==> src/rtl/rr_arbiter_8way_pkg.sv <==
// Shared arbiter definitions: requester count, index width, state encoding
// and the default hold limit used by the forced-rotation option.
package rr_arbiter_8way_pkg;
   localparam int N_REQ        = 8;
   localparam int ID_W         = 3;
   localparam int MAX_HOLD_DEF = 15;

   typedef enum logic {
      ARB_IDLE  = 1'b0,
      ARB_GRANT = 1'b1
   } arbState_t;

   function automatic logic [N_REQ-1:0] idToOneHot(input logic [ID_W-1:0] id);
      idToOneHot     = '0;
      idToOneHot[id] = 1'b1;
   endfunction
endpackage

==> src/rtl/or_8way_gate.sv <==
// Eight-input OR reduction used for the request and grant summaries.
module or_8way_gate (
   input  logic [7:0] a,
   output logic       y
);
   assign y = |a;
endmodule

==> src/rtl/rr_priority_pick.sv <==
// Combinational round-robin picker: first set request at or after ptr, mod N_REQ.
module rr_priority_pick
   import rr_arbiter_8way_pkg::*;
(
   input  logic [N_REQ-1:0] req,
   input  logic [ID_W-1:0]  ptr,
   output logic [ID_W-1:0]  pickId,
   output logic             pickVld
);
   logic [N_REQ-1:0] rot;
   logic [ID_W-1:0]  off;

   // Rotate so ptr lands at bit 0, then a plain lowest-set-bit search.
   assign rot = N_REQ'({req, req} >> ptr);

   always_comb begin
      off = '0;
      for (int i = N_REQ-1; i >= 0; i--)
         if (rot[i]) off = ID_W'(i);
   end

   assign pickId  = ptr + off;
   assign pickVld = |req;
endmodule

==> src/rtl/rr_arbiter_8way.sv <==
// Eight-way round-robin arbiter with registered one-hot grant held while requested.
// Optional forced rotation after MAX_HOLD cycles: define RR_ARBITER_8WAY_TIMEOUT_EN.
module rr_arbiter_8way
   import rr_arbiter_8way_pkg::*;
#(
   parameter int MAX_HOLD = MAX_HOLD_DEF
) (
   input  logic             clk,
   input  logic             reset_n,
   input  logic [N_REQ-1:0] req,
   output logic [N_REQ-1:0] grant,
   output logic [ID_W-1:0]  grant_id,
   output logic             busy,
   output logic             any_req,
   output logic             timeout
);
   if (MAX_HOLD < 2 || MAX_HOLD > 15) begin : gBadHold
      $error("MAX_HOLD must lie in 2..15");
   end

   arbState_t        state;
   logic [ID_W-1:0]  ptr;
   logic [N_REQ-1:0] pickReq;
   logic [ID_W-1:0]  pickPtr;
   logic [ID_W-1:0]  pickId;
   logic             pickVld;
   logic             forceRot;
   logic             leaveGrant;

   or_8way_gate uAnyReq (.a(req),   .y(any_req));
   or_8way_gate uBusy   (.a(grant), .y(busy));

   // While granted, search from the slot after the holder with the holder masked,
   // which covers both a normal release and a forced rotation.
   assign pickReq = (state == ARB_GRANT) ? (req & ~grant) : req;
   assign pickPtr = (state == ARB_GRANT) ? (grant_id + ID_W'(1)) : ptr;

   rr_priority_pick uPick (
      .req     (pickReq),
      .ptr     (pickPtr),
      .pickId  (pickId),
      .pickVld (pickVld)
   );

`ifdef RR_ARBITER_8WAY_TIMEOUT_EN
   localparam logic [3:0] HOLD_LAST = 4'(MAX_HOLD - 1);
   logic [3:0] holdCnt;
   logic       newGrant;

   assign forceRot = (state == ARB_GRANT) && req[grant_id] && (holdCnt == HOLD_LAST) && pickVld;
   assign newGrant = pickVld && ((state == ARB_IDLE) || leaveGrant);

   always_ff @(posedge clk or negedge reset_n) begin
      if (!reset_n)
         holdCnt <= '0;
      else if (newGrant)
         holdCnt <= '0;
      else if (state == ARB_GRANT && holdCnt != HOLD_LAST)
         holdCnt <= holdCnt + 4'd1;
   end
`else
   assign forceRot = 1'b0;
`endif

   assign leaveGrant = (state == ARB_GRANT) && (!req[grant_id] || forceRot);

   always_ff @(posedge clk or negedge reset_n) begin
      if (!reset_n) begin
         state    <= ARB_IDLE;
         grant    <= '0;
         grant_id <= '0;
         ptr      <= '0;
         timeout  <= 1'b0;
      end else begin
         timeout <= 1'b0;
         case (state)
            ARB_IDLE: begin
               if (pickVld) begin
                  state    <= ARB_GRANT;
                  grant    <= idToOneHot(pickId);
                  grant_id <= pickId;
               end
            end
            ARB_GRANT: begin
               if (leaveGrant) begin
                  ptr     <= grant_id + ID_W'(1);
                  timeout <= forceRot;
                  if (pickVld) begin
                     grant    <= idToOneHot(pickId);
                     grant_id <= pickId;
                  end else begin
                     state <= ARB_IDLE;
                     grant <= '0;
                  end
               end
            end
            default: state <= ARB_IDLE;
         endcase
      end
   end
endmodule

==> config.mk <==
export PLATFORM = sky130hd
export DESIGN_NAME = rr_arbiter_8way
export DESIGN_NICKNAME = d
export VERILOG_FILES = /design/src/rtl/rr_arbiter_8way_pkg.sv /design/src/rtl/or_8way_gate.sv /design/src/rtl/rr_priority_pick.sv /design/src/rtl/rr_arbiter_8way.sv
export SDC_FILE = /design/constraint.sdc
export NUM_CORES = 1
export LEC_CHECK = 0
export ABC_AREA = 1
export BUFFER_PORTS_ARGS = -buffer_cell sky130_fd_sc_hd__buf_2
export CORE_AREA = 5 5 64 66
export DETAILED_ROUTE_END_ITERATION = 7
export DIE_AREA = 0 0 69 71
export HOLD_SLACK_MARGIN = 0.02
export PLACE_DENSITY = 0.66
export SYNTH_ARGS = -nofsm -noshare
export SYNTH_HDL_FRONTEND = slang
export SYNTH_SLANG_ARGS = --single-unit
==> constraint.sdc <==
create_clock -name clk -period 3.2 [get_ports clk]
set_input_delay 0.32 -clock clk [delete_from_list [all_inputs] [get_ports clk]]
set_output_delay 0.32 -clock clk [all_outputs]
set_load 0.02 [all_outputs]
==> summary.md <==
| Metric | Value |
|---|---|
| Outcome | complete, no violations |
| Area growth syn-to-layout | 19.3% |
| Root buffer cell | clkbuf_4 |
| Tcrit/Tclk final | 93.7% |
| Worst Path Arrival | 3.17 ns |
| Gr usage total | 16.2% |
| Non-filler cells, final | 317 |
| Required time of the worst setup path | 3.38 ns |
| Endpoint class of the critical path | flip-flop |
| Vias in the first global route | 1464 |
| Core Area | 3520 um2 |
| Top cell type's share of synthesized area | 25.4% |
| Grt total ovfl | 0 |
| Netlist cell types | 29 |
| Initial antenna violation count | 0 |
| Yosys warning count | 0 |
| Fin. max-slew vios | 0 |
| Initial Util | 41.9% |
| Synth Net Count | 246 |
| Share of cells above drive strength 1 | 26.0% |
| # IOs | 24 |
| Largest net degree at the start of global routing | 16 |
| Max Clk Rate | 333 MHz |
| Port bufs | 22 |
| Die Y | 71 um |
| Ant diodes | 0 |
| Router iterations before antenna repair | 4 |
| CP max FO | 9 |
| Die Footprint | 4900 um2 |
| Global route hottest layer | met2 |
| Final setup fails | 0 |
| CTS H-tree depth | 1 |
| FF-to-FF End | grant[5] |
| Met1 global-route usage | 23.4% |
| Critical path startpoint category | flip-flop |
| Final hold violation count | 0 |
| Final instance area | 1760 um2 |
| Setup ws final | 0.201 ns |
| Worst Setup SP | grant_id[0] |
| Avg WL per Cell | 12.2 um |
| R2R Path Start | grant_id[0] |
| Netlist area before placement | 1480 um2 |
| Avg Inst Size Synth | 6.34 um2 |
| Initial DRC count | 185 |
| Most frequent cells in the layout | 98 x nand2_1, 29 x nand3_1, 22 x buf_2, 16 x inv_1, 15 x buf_4 |
| Final nets | 283 |
| Vias per cell | 4.94 |
| Clk_lat worst skew | 0.28 ns |
| GRT met2 Usage | 26.9% |
| Post-route ant nets | 0 |
| TritonCTS clock tree | yes |
| Die width | 69 um |
| Placed cells | 305 |
| DP Area | 1650 um2 |
| Post-DP HPWL | 3050 um |
| Post-Synthesis Cells | 233 |
| Routability Congestion | 0.915 |
| Clock sinks | 15 |
| Number of synthesized register bits | 15 |
| Num CTS Buffers | 3 |
| Most common cell after layout, fill and taps aside | nand2_1 |
| Final min period | 3.00 ns |
| Clk buf depth | 2 |
| Final Skew | 0.00556 ns |
| Reg2Reg Setup Slack | 0.20 ns |
| Reg clk slew, reported paths | 0.09 ns |
| MaxCap Viol Count | 0 |
| Placement Setup Slack | 0.0446 ns |
| Hold WC Path Type | input pin to async pin |
| Global routing met3 resource utilization | 1.28% |
| Routed via count | 1567 |
| First-pass GRT wire length | 6750 um |
| Sequential cell area fraction in the yosys report | 25.4% |
| CP Class | flip-flop to flip-flop |
| R2R cell count | 21 |
| Residual DRC | 0 |
| Synth area leader | dfrtp_1 |
| FP Rows | 22 |
| Setup TNS | 0 ns |
| Synth top area cells | dfrtp_1 25%, nand2_1 25%, nand3_1 9.8% |
| Detailed Route WL | 3860 um |
## critical path, cell delays in order (launching register included)
cell      delay [ns]
dfrtp_1         0.39
ha_1            0.30
nand2_1         0.10
o21ai_4         0.14
buf_4           0.18
nand3_1         0.07
nand3_1         0.09
nand2_1         0.10
nand3_1         0.08
nand2_1         0.05
nand2_1         0.05
nand2_1         0.04
nand2_1         0.05
a21boi_0        0.08
ha_1            0.20
fa_1            0.41
xnor2_2         0.15
buf_4           0.14
nand2_4         0.09
nand2_4         0.07
nand3_1         0.07
nand2_1         0.05
## cell usage after synthesis
| cell type | count |
|---|---|
| conb_1 | 1 |
| buf_2 | 1 |
| a21oi_2 | 1 |
| nand2_2 | 13 |
| a31oi_1 | 1 |
| a21boi_0 | 1 |
| nand2_4 | 3 |
| o21ai_0 | 11 |
| buf_6 | 4 |
| o21bai_1 | 1 |
| nor2_1 | 9 |
| nor4_1 | 5 |
| fa_1 | 1 |
| nand2_1 | 98 |
| inv_2 | 3 |
| inv_1 | 16 |
| ha_1 | 2 |
| nor2_4 | 2 |
| nand3_4 | 1 |
| nor2_2 | 1 |
| o211ai_1 | 1 |
| nand4_1 | 5 |
| o21ai_2 | 3 |
| xnor2_1 | 2 |
| or2_4 | 1 |
| buf_4 | 1 |
| xor2_1 | 1 |
| nand3_1 | 29 |
| dfrtp_1 | 15 |
## cell families (layout without fill, tap and decap cells)
kind of cell	Yosys count	count (layout)	synth area share [%]
and+or+nand+nor	167	167	52.8
buffers and inverters	25	61	8.72
AOI/OAI and AO/OA	19	19	8.05
DFF	15	15	25.4
adders and majority gates	3	3	3.05
xor gates and xnor gates	3	3	1.78
other	1	1	0.254
## worst max-delay path by stage
stage	cells past startpoint	endpoint	slack (ns)
2_1_floorplan	21	grant[6]	0.07
3_3_place_gp	20	grant[6]	0.05
3_5_place_dp	20	grant[6]	0.04
4_1_cts	22	grant[7]	0.05
5_1_grt	21	grant[5]	-0.02
6_report	21	grant[5]	0.20
## per-layer routing
layer | vias to the layer above | wire length [um] | share of wire [%]
met5 | - | 0 | 0
met4 | 0 | 15 | 0.39
met3 | 2 | 203 | 5.3
met2 | 42 | 1790 | 46
met1 | 700 | 1850 | 48
li1 | 823 | - | -
## timing repair
action,4_1_cts,5_1_grt
pin swaps,0,1
endpoints found under the setup margin,2,10
gates cloned,0,0
gates resized for setup,1,4
setup buffers,0,7
hold endpoints to repair,15,0
hold buffers,1,0
## registers in the layout (all words and copies together) (netlist names)
signal,cells
grant,8
grant_id,3
ptr,3
state,1
## layout make-up
class                      instances  area [um2]
tap                               48        60.1
timing repair buffer              38         233
inverter                          19        73.8
multi-input combinational        193         993
fill                             382        1760
clock buffer                       4        26.3
sequential                        15         377
## stage by stage
step                hold slack, ns  util, %
global route                 0.495     50.0
CTS                          0.464     48.1
finish                       0.453     50.0
floorplan                   0.0244        -
detailed placement           0.237     46.8
global placement             0.236     46.8
Power is not shown: default switching activity piles up to over one toggle a cycle in this logic, so the estimate is an artifact.
